===== src/rtl/keypad_scan.sv =====
// 4x4 key matrix scanner: drives one row low at a time, debounces whole-matrix
// frames and reports each new press as a 4-bit code under a valid/ack handshake.
module keypad_scan #(
  parameter int SCAN_PERIOD = 1000,
  parameter int DEBOUNCE    = 5
) (
  input  logic        clkus,
  input  logic        rst,
  input  logic [3:0]  col,
  output logic [3:0]  row,
  output logic [3:0]  key,
  output logic        key_valid,
  input  logic        key_ack,
  output logic [15:0] keys_down,
  output logic        overrun
);

  localparam int             CW         = (SCAN_PERIOD > 1) ? $clog2(SCAN_PERIOD) : 1;
  localparam logic [CW-1:0]  CNT_LAST   = CW'(SCAN_PERIOD - 1);
  localparam logic [3:0]     STABLE_MAX = 4'(DEBOUNCE);
  localparam logic [1:0]     ROW_LAST   = 2'd3;

  logic [3:0]    col_meta_q, col_sync_q;
  logic [CW-1:0] cnt_q;
  logic [1:0]    row_idx_q;
  logic [3:0]    row_q;
  logic [15:0]   frame_q, prev_q, keys_down_q;
  logic [3:0]    stable_q;
  logic [3:0]    key_q;
  logic          key_valid_q, overrun_q;

  logic          sample, frame_end, accept, press_evt;
  logic [15:0]   frame_d, new_press;
  logic [3:0]    stable_d, code_d;

  // frame_d merges the live row into the stored frame, so at frame end it is
  // the completed frame including row 3.
  always_comb begin
    sample    = (cnt_q == CNT_LAST);
    frame_end = sample && (row_idx_q == ROW_LAST);
    frame_d   = frame_q;
    frame_d[{row_idx_q, 2'b00} +: 4] = ~col_sync_q;

    if (frame_d != prev_q)         stable_d = 4'd1;
    else if (stable_q >= STABLE_MAX) stable_d = STABLE_MAX;
    else                           stable_d = stable_q + 4'd1;

    accept    = frame_end && (stable_d == STABLE_MAX) && (frame_d != keys_down_q);
    new_press = frame_d & ~keys_down_q;
    press_evt = accept && (|new_press);

    // Lowest set bit wins; the other new presses are silently absorbed.
    code_d = 4'd0;
    for (int i = 15; i >= 0; i--) begin
      if (new_press[i]) code_d = 4'(i);
    end
  end

  always_ff @(posedge clkus) begin
    if (rst) begin
      col_meta_q  <= 4'b1111;
      col_sync_q  <= 4'b1111;
      cnt_q       <= '0;
      row_idx_q   <= 2'd0;
      row_q       <= 4'b1110;
      frame_q     <= '0;
      prev_q      <= '0;
      stable_q    <= 4'd0;
      keys_down_q <= '0;
      key_q       <= 4'd0;
      key_valid_q <= 1'b0;
      overrun_q   <= 1'b0;
    end else begin
      col_meta_q <= col;
      col_sync_q <= col_meta_q;

      if (sample) begin
        cnt_q     <= '0;
        row_idx_q <= row_idx_q + 2'd1;
        row_q     <= {row_q[2:0], row_q[3]};
        frame_q   <= frame_d;
      end else begin
        cnt_q <= cnt_q + 1'b1;
      end

      if (frame_end) begin
        prev_q   <= frame_d;
        stable_q <= stable_d;
      end
      if (accept) keys_down_q <= frame_d;

      // valid/ack: key holds while key_valid is high; ack only counts when
      // key_valid is high, and an ack on the event cycle frees the slot.
      if (press_evt) begin
        if (!key_valid_q || key_ack) begin
          key_q       <= code_d;
          key_valid_q <= 1'b1;
        end else begin
          overrun_q <= 1'b1;
        end
      end else if (key_valid_q && key_ack) begin
        key_valid_q <= 1'b0;
      end
    end
  end

  assign row       = row_q;
  assign key       = key_q;
  assign key_valid = key_valid_q;
  assign keys_down = keys_down_q;
  assign overrun   = overrun_q;

endmodule


===== config.mk =====
export PLATFORM = sky130hd
export DESIGN_NAME = keypad_scan
export DESIGN_NICKNAME = d
export VERILOG_FILES = /design/src/rtl/keypad_scan.sv
export SDC_FILE = /design/constraint.sdc
export NUM_CORES = 1
export LEC_CHECK = 0
export CORE_MARGIN = 1
export CORE_UTILIZATION = 45
export DETAILED_ROUTE_END_ITERATION = 7
export DONT_BUFFER_PORTS = 1
export HOLD_SLACK_MARGIN = 0.03
export PLACE_DENSITY = 0.65
export REMOVE_ABC_BUFFERS = 1
export SETUP_SLACK_MARGIN = 0.15
export SYNTH_ARGS = -nofsm -noshare
export SYNTH_HDL_FRONTEND = slang
export SYNTH_SLANG_ARGS = --single-unit

===== constraint.sdc =====
create_clock -name clkus -period 3.8 [get_ports clkus]
set_clock_uncertainty 0.1 [all_clocks]
set_input_delay 0.19 -clock clkus [delete_from_list [all_inputs] [get_ports clkus]]
set_output_delay 0.19 -clock clkus [all_outputs]
set_load 0.01 [all_outputs]

==> qor.yml, run 1 <==
avgRoutedWirePerCell_um: 15.8
cpLargestDelayFamily: "simple AND/OR/NAND/NOR gates"
use_met3_pct: 4.71
r2r-start: "row_idx_q[1]"
clkTransAtPathRegs_ns: 0.08
tritoncts: "done"
drt-vias-per-instance: 5.46
groute.layer.met2.usage_pct: 35.6
ys_warn_count: 0
final_util_pct: 50.6
critPathLaunch: "row_idx_q[1]"
slew_violations: 0
hpwl_mm: 6.93
hold_violations: 0
path_cells: "inv_1 -> ha_1 -> nand4bb_1 -> o22ai_2 -> ha_1 -> nand4_1 -> nor4_2 -> a2111oi_2 -> nand4_1 -> buf_4 -> mux2i_1 -> nor2_1"
peakVddDrop_v: 0.000140
first_pass_iters: 4
status: "finished clean"
io_buffers: 0
setup_slack_ns: 0.479
insertion_delay_ns: 0.37
finalCritPeriodShare_pct: 87.4
critical_path.max_fanout: 19
grt_remaining_overflow: 0
tightest_slew_ns: 0.828
critPathMaxStageDelay_ns: 0.43
path_buf_inv: 2
synthesis.instances: 513
postCtsSetupRepairBufs: 0
layout_common_cells: "nand2_1 (91), dfxtp_1 (82), nor2_1 (45)"
worstHoldPathCells: 2
synthToLayoutAreaGrowth_pct: 9.07
numCtsBuffers: 9
die_h_um: 99.3
setup_viol: 0
ctsRootBufferMaster: "clkbuf_8"
critical-path-slowest-cell: "ha_1"
grt-busiest-layer: "met2"
regArea_sq_mm: 0.00164
grt_use_met1_pct: 27.2
crit_path_start_kind: "flop"
powerDensity_mw_per_mm2: 335
io_pins: 33
die_area_sq_mm: 0.00987
grt_max_degree: 80
start_util_pct: 46.4
grt_pass1_wl_mm: 16.6
ys.flop_type: "dfxtp_1"
synth-edff-count: 0
row_count: 35
rsz0062_at_grt: "no"
antenna_found_initial: 0
rrSetupSlack_ns: 0.48
hp-start: "rst"
synth-seq-area-share_pct: 38.5
yosysUniqueCellTypes: 55
cp.depth: 12
nFillCells: 882
syn_area_sq_mm: 0.00426
drcViolationCount: 0
ant_nets: 0
reg2reg_depth: 12
place_ws_ns: 0.451
final_common_cell: "nand2_1"
relSlewSlack_pct: 44.8
crit_required_ns: 3.95
holdWs_ns: 0.0795
cts_buffer_depth: 2
htree_num_levels: 3
finalPower_w: 0.00156
core-area_sq_mm: 0.00920
dr_total_vias: 3448
diodes: 0
gr-usage-all-layers_pct: 21.6
ys_seq_elements: 82
maxCapViolations: 0
drt_iter0_drc: 307
crit_path_end_kind: "flop"
critical_path_class: "flop to flop"
drive_gt1_share_pct: 9.81
multi_input_area_sq_mm: 0.00241
clock-sinks: 82
max_freq_mhz: 301
die_w_um: 99.3
grt_pass1_vias: 3254
cp.arrival_ns: 3.47
period_needed_ns: 3.32
async_flop_share_pct: 0
nets: 547
finalWeightedCongestion: 0.964
avgSynthCellArea_sq_um: 8.31
hold_class: "primary input to flop"
drt_wl_total_mm: 9.94
p_leak_nw: 1.73
cell families after synthesis:
family / after synthesis / synth area share [%]
simple gates: 219 / 25.0
compound gates: 89 / 14.4
flops: 82 / 38.5
buf+inv: 55 / 5.25
fa+ha+maj: 25 / 7.34
mux: 23 / 5.43
xor+xnor: 20 / 4.11
layout make-up:
class | count | share of cell area (%)
Tap cell | 111 | 2.99
Inverter | 29 | 2.34
Clock inverter | 7 | 1.51
Clock buffer | 9 | 2.66
Multi-Input combinational cell | 376 | 51.7
Sequential cell | 82 | 35.3
Timing Repair Buffer | 17 | 3.44
registers in the layout, indices dropped and copies added, names as in the netlist:
| signal | flops |
|---|---|
| row | 4 |
| keys_down | 16 |
| overrun | 1 |
| cnt_q | 10 |
| col_meta_q | 4 |
| key | 4 |
| col_sync_q | 4 |
| stable_q | 4 |
| prev_q | 16 |
| key_valid | 1 |
| row_idx_q | 2 |
| frame_q | 16 |
cell usage after synthesis (2+ instances only):
library cell	number	share of area (%)
nand2_1	91	8.0
nand4bb_1	2	0.53
a22oi_1	2	0.35
buf_2	2	0.23
o21ai_0	5	0.59
nor2b_1	3	0.44
or2_1	2	0.29
nor2_1	45	4.0
or4_1	2	0.35
buf_4	2	0.35
a32oi_1	2	0.41
clkbuf_1	21	1.8
mux2i_1	22	5.2
o311ai_0	3	0.62
o22a_1	3	0.62
nand2b_1	22	3.2
xor2_1	9	1.8
nand3b_1	5	0.88
o31ai_1	5	0.88
a211o_1	3	0.62
nor4_1	3	0.44
o22ai_2	4	1.2
a21oi_1	40	4.7
or2_2	9	1.3
nand4_1	8	1.2
a211oi_1	3	0.53
nor3_1	9	1.1
or3_1	2	0.29
o211ai_1	4	0.70
ha_1	25	7.3
dfxtp_1	82	39
nand3_1	9	1.1
o2111ai_1	4	0.82
xnor2_1	11	2.3
inv_1	29	2.6
metal layers:
| metal | vias to the layer above | wire [um] | share of wire, % |
|---|---|---|---|
| met1 | 1609 | 4690 | 47 |
| met4 | 0 | 201 | 2.0 |
| met3 | 18 | 420 | 4.2 |
| met5 | - | 0 | 0 |
| li1 | 1754 | - | - |
| met2 | 67 | 4630 | 47 |
where the power goes:
part / total, W / switching (W) / internal (W)
registers: 0.000872 / 0.00000656 / 0.000865
logic: 0.0000562 / 0.0000314 / 0.0000249
clock network: 0.000630 / 0.000328 / 0.000302
total: 0.00156 / 0.000366 / 0.00119
through the flow:
stage                     std cells  setup TNS [ns]  area (sq um)
after CTS                       631               0          4640
final                           631               0          4650
after floorplan                 487           -1.44          4150
after detailed placement        609               0          4370
after global routing            631               0          4650
after global placement          609               0          4370
final timing paths:
kind / to
hold / removal: cnt_q[1]
hold reg to reg: col_sync_q[3]
setup reg to reg: keys_down[8]
setup / recovery: keys_down[8]
repair_timing:
action,CTS,global route
hold buffers,6,0
setup endpoints to repair,0,21
hold endpoints to repair,74,0
gates resized for setup,0,3
(Power assumes the default switching activity.)
==> run 2: changes to the inputs <==
Settings changed: CORE_MARGIN 1 to 1.5, CORE_UTILIZATION 45 to 50, PLACE_DENSITY 0.65 to 0.7.
==> run 2 against run 1 <==
Effect of this change:
- sequential power barely moved
- non-clock buffer count did not move
- setup slack lost 0.079 ns
- maximum frequency decreased by 2.3%
- global-route usage increased by 2.1 points
- clock-buffer cell count rose by 1
- first-iteration DRC count is 36% lower
- critical path type unchanged
==> qor.yml, run 2 (same netlist as run 1, synthesis figures left out) <==
insertion_delay_ns: 0.35  # -0.02 ns
final_common_cell: "nand2_1"
rsz0062_at_grt: "no"
tritoncts: "done"
numCtsBuffers: 9  # unchanged
synthToLayoutAreaGrowth_pct: 9.22
avgRoutedWirePerCell_um: 16.2  # +2.9%
cp.arrival_ns: 3.53  # +0.06 ns
rrSetupSlack_ns: 0.40  # -0.08 ns
die_h_um: 95.3  # -4.0%
status: "finished clean"
ctsRootBufferMaster: "clkbuf_8"
r2r-end: "keys_down[6]"
hp-start: "rst"
core-area_sq_mm: 0.00822  # -11%
period_needed_ns: 3.40  # +0.0790 ns
gr-usage-all-layers_pct: 23.7  # +2.1 points
grt_max_degree: 80  # unchanged
htree_num_levels: 3  # unchanged
r2r-start: "row_idx_q[1]"
finalWeightedCongestion: 0.891  # -7.6%
crit_required_ns: 3.93  # -0.02 ns
drt_iter0_drc: 196  # -36%
first_pass_iters: 4  # unchanged
maxCapViolations: 0  # unchanged
tightest_slew_ns: 0.841  # +0.0131 ns
powerDensity_mw_per_mm2: 347  # +3.6%
hold_end: "row_idx_q[0]"
ant_nets: 0  # unchanged
setup_viol: 0  # unchanged
grt_pass1_wl_mm: 16.3  # -1.4%
diodes: 0  # unchanged
cts_buffer_depth: 2  # unchanged
drt-vias-per-instance: 5.59  # +2.3%
slew_violations: 0  # unchanged
worstHoldPathCells: 2  # unchanged
placed_area_sq_mm: 0.00436  # -0.17%
row_count: 33  # -5.7%
start_util_pct: 51.9  # +5.5 points
clock-sinks: 82  # unchanged
die_area_sq_mm: 0.00909  # -7.9%
io_pins: 33  # unchanged
hpwl_mm: 7.09  # +2.4%
antenna_found_initial: 0  # unchanged
clkTransAtPathRegs_ns: 0.08  # about the same
critical_path.max_fanout: 19  # unchanged
layout_common_cells: "nand2_1 (91), dfxtp_1 (82), nor2_1 (45)"
final_cell_area_sq_mm: 0.00466  # +0.13%
critical_path_class: "flop to flop"
setup_tns_ns: 0  # unchanged
hold_violations: 0  # unchanged
nets: 547  # unchanged
relSlewSlack_pct: 43.9  # -0.87 points
hold_class: "primary input to flop"
p_leak_nw: 1.74  # +0.71%
die_w_um: 95.3  # -4.0%
max_freq_mhz: 294  # -2.3%
dr_total_vias: 3488  # +1.2%
io_buffers: 0  # unchanged
peakVddDrop_v: 0.000187  # +33%
reg2reg_depth: 12  # unchanged
nFillCells: 788  # -11%
crit_path_start_kind: "flop"
finalCritPeriodShare_pct: 89.5  # +2.1 points
drcViolationCount: 0  # unchanged
crit_path_end_kind: "flop"
finalPower_w: 0.00162  # +3.7%
grt_remaining_overflow: 0  # unchanged
grt_pass1_vias: 3464  # +6.5%
drive_gt1_share_pct: 9.25  # -0.56 points
drt_wl_total_mm: 10.1  # +1.8%
run 2: layout make-up:
type	count	area, sq um	area share, %
Clock inverter	5	78.8	1.69
Tap cell	105	131	2.82
Multi-Input combinational cell	376	2400	51.5
Sequential cell	82	1640	35.3
Clock buffer	10	138	2.96
Timing Repair Buffer	17	160	3.44
Inverter	29	109	2.34
run 2: report_power, final:
| part | switching, W | internal [W] |
|---|---|---|
| registers | 0.00000654 | 0.000865 |
| clock network | 0.000306 | 0.000383 |
| logic | 0.0000304 | 0.0000240 |
run 2: through the flow:
| step | setup WS (ns) | cells | utilization [%] | hold WS (ns) |
|---|---|---|---|---|
| floorplan | -0.182 | 487 | - | 0.159 |
| global placement | 0.523 | 603 | 53.1 | 0.175 |
| detailed placement | 0.437 | 603 | 53.1 | 0.178 |
| CTS | 0.440 | 624 | 56.7 | 0.0907 |
| global route | 0.191 | 624 | 56.7 | 0.112 |
| finish | 0.400 | 624 | 56.7 | 0.108 |
run 2: worst max-delay path, cell delays in order (launching register included):
cell	delay, ns
dfxtp_1	0.38
inv_1	0.10
ha_1	0.53
nand3_1	0.28
o21ai_0	0.42
ha_1	0.20
nand4_1	0.10
nor4_1	0.36
a2111oi_2	0.06
nand4_1	0.11
buf_4	0.32
mux2i_1	0.26
nor2_1	0.06
run 2: worst max-delay path by stage:
stage               cells past startpoint          from       endpoint
floorplan                              11  row_idx_q[0]        overrun
global placement                       12  row_idx_q[1]   keys_down[2]
detailed placement                     12  row_idx_q[1]  keys_down[10]
CTS                                    12  row_idx_q[1]  keys_down[10]
global route                           12  row_idx_q[1]   keys_down[1]
finish                                 12  row_idx_q[1]   keys_down[6]
run 2: timing repair:
action,in CTS,in global routing
gates resized for setup,0,0
setup buffers,0,0
hold buffers,6,0
endpoints found under the hold margin,74,0
setup endpoints to repair,0,0
run 2: metal layers:
layer	GRT usage (%)	vias to the layer above	share of wire [%]
met3	5.42	23	4.4
met5	0	-	0
met4	11.1	0	2.8
li1	-	1755	-
met2	40.2	82	48
met1	28.1	1628	45
==> run 3: changes to the inputs <==
Settings changed: CORE_MARGIN 1.5 to 2.
==> run 3 against run 2 <==
Effect of this change:
- core utilization is 0.74 points lower
- critical path depth stayed put
- first-iteration DRC count is 4.6% lower
- register-to-register slack better by 0.05 ns
- final area is 0.81% lower
- clock-buffer cell count is 1 higher
- global-route usage is 1.1 points lower
- clock power is 11% lower
- combinational power is 2% lower
- setup slack better by 0.048 ns
- sequential power hardly changed
- sequential share of layout area is 0.29 points higher
- critical path type unchanged
==> qor.yml, run 3 (same netlist as run 1, synthesis figures left out) <==
status: "finished clean"
regArea_sq_mm: 0.00164  # unchanged
grt_remaining_overflow: 0  # unchanged
die_area_sq_mm: 0.00928  # +2.1%
io_pins: 33  # unchanged
core-area_sq_mm: 0.00826  # +0.50%
p_comb_share_pct: 3.5  # about the same
tightest_slew_ns: 0.832  # -0.00937 ns
nets: 546  # -0.18%
p_leak_nw: 1.72  # -1.5%
clock-sinks: 82  # unchanged
synthToLayoutAreaGrowth_pct: 8.34
cp.arrival_ns: 3.50  # -0.03 ns
clkTransAtPathRegs_ns: 0.09  # about the same
setup_tns_ns: 0  # unchanged
insertion_delay_ns: 0.35  # about the same
holdWs_ns: 0.0802  # -0.0274 ns
cpLargestDelayFamily: "simple AND/OR/NAND/NOR gates"
drt-vias-per-instance: 5.53  # -1.1%
grt_pass1_vias: 3302  # -4.7%
crit_path_end_kind: "flop"
drcViolationCount: 0  # unchanged
postCtsSetupRepairBufs: 0  # unchanged
hold_violations: 0  # unchanged
critical_path_class: "flop to flop"
cts_buffer_depth: 2  # unchanged
final_common_cell: "nand2_1"
layout_common_cells: "nand2_1 (91), dfxtp_1 (82), nor2_1 (45)"
drt_wl_total_mm: 9.98  # -1.4%
grt_pass1_wl_mm: 15.9  # -2.7%
first_pass_iters: 4  # unchanged
max_freq_mhz: 298  # +1.4%
final_util_pct: 55.9  # -0.74 points
relSlewSlack_pct: 44.5  # +0.62 points
maxCapViolations: 0  # unchanged
clockPowerShare_pct: 39.9  # -2.8 points
ctsResizeCount: 0  # unchanged
htree_num_levels: 3  # unchanged
hpwl_mm: 7.10  # +0.14%
numCtsBuffers: 9  # unchanged
setup_viol: 0  # unchanged
ctsRootBufferMaster: "clkbuf_8"
hold_class: "primary input to flop"
tritoncts: "done"
die_h_um: 96.3  # +1.0%
path_cells: "inv_1 -> ha_1 -> nand4bb_1 -> o22ai_2 -> ha_1 -> nand4_1 -> nor4_1 -> a2111oi_2 -> nand4_1 -> buf_4 -> mux2i_1 -> nor2_1"
antenna_found_initial: 0  # unchanged
rsz0062_at_grt: "no"
hold_buffers: 6  # unchanged
path_buf_inv: 2  # unchanged
internal-power_w: 0.00119  # -6.4%
critical-path-slowest-cell: "ha_1"
switching_share_pct: 22.6  # +1.4 points
finalCritPeriodShare_pct: 88.2  # -1.3 points
row_count: 33  # unchanged
multi_input_area_sq_mm: 0.00240  # unchanged
crit_required_ns: 3.95  # +0.02 ns
finalWeightedCongestion: 0.929  # +4.3%
switchingPower_w: 0.000349  # +1.6%
drt_iter0_drc: 187  # -4.6%
diodes: 0  # unchanged
nFillCells: 783  # -0.63%
gr-usage-all-layers_pct: 22.6  # -1.1 points
ant_nets: 0  # unchanged
powerDensity_mw_per_mm2: 333  # -3.9%
peakVddDrop_v: 0.000191  # +2.2%
critical_path.max_fanout: 19  # unchanged
period_needed_ns: 3.35  # -0.0484 ns
start_util_pct: 51.6  # -0.26 points
avgRoutedWirePerCell_um: 16.0  # -1.4%
p_seq_share_pct: 56.6  # +2.6 points
drive_gt1_share_pct: 8.86  # -0.39 points
slew_violations: 0  # unchanged
grt_max_degree: 80  # unchanged
crit_path_start_kind: "flop"
critPathMaxStageDelay_ns: 0.44  # -0.09 ns
dr_total_vias: 3451  # -1.1%
die_w_um: 96.3  # +1.0%
io_buffers: 0  # unchanged
run 3: changes by cell type in the layout (fill, tap and decap cells not counted):
cell        before  now
buf_4           11   10
bufinv_16        2    1
clkbuf_1         0    2
clkbuf_8        10    9
clkinv_4         1    0
clkinvlp_4       0    2
run 3: cell type report:
type,instances,share of cell area (%)
Timing Repair Buffer,16,3.31
Sequential cell,82,35.5
Clock inverter,5,1.19
Inverter,29,2.36
Clock buffer,11,2.84
Tap cell,105,2.84
Multi-Input combinational cell,376,51.9
run 3: final timing paths:
kind / startpoint / slack [ns] / end / depth (start not counted)
max: row_idx_q[1] / 0.45 / keys_down[3] / 12
min: rst / 0.08 / cnt_q[1] / 2
min reg2reg: col_meta_q[2] / 0.31 / col_sync_q[2] / 1
max reg2reg: row_idx_q[1] / 0.45 / keys_down[3] / 12
run 3: power by group through the flow:
stage	sequential (W)	clock (W)	combinational (W)
final	0.000872	0.000614	0.0000534
after global routing	0.000873	0.000665	0.0000600
after CTS	0.000871	0.000627	0.0000538
after detailed placement	0.000892	0	0.0000347
after global placement	0.000892	0	0.0000341
after floorplan	0.000889	0	0.0000295
run 3: layer usage:
metal	global-route usage, %	up-vias	wire length (um)
met5	0	-	0
met4	9.39	0	220
met3	4.31	18	597
met2	38.7	94	4710
met1	27.6	1593	4450
li1	-	1746	-
run 3: stage by stage:
stage               instances  cell area, sq um  worst slack, ns  power, W
global route              624              4620            0.189   0.00160
global placement          602              4350            0.555  0.000926
detailed placement        602              4350            0.485  0.000926
floorplan                 487              4150           -0.182  0.000919
finish                    624              4620            0.449   0.00154
CTS                       624              4620            0.471   0.00155
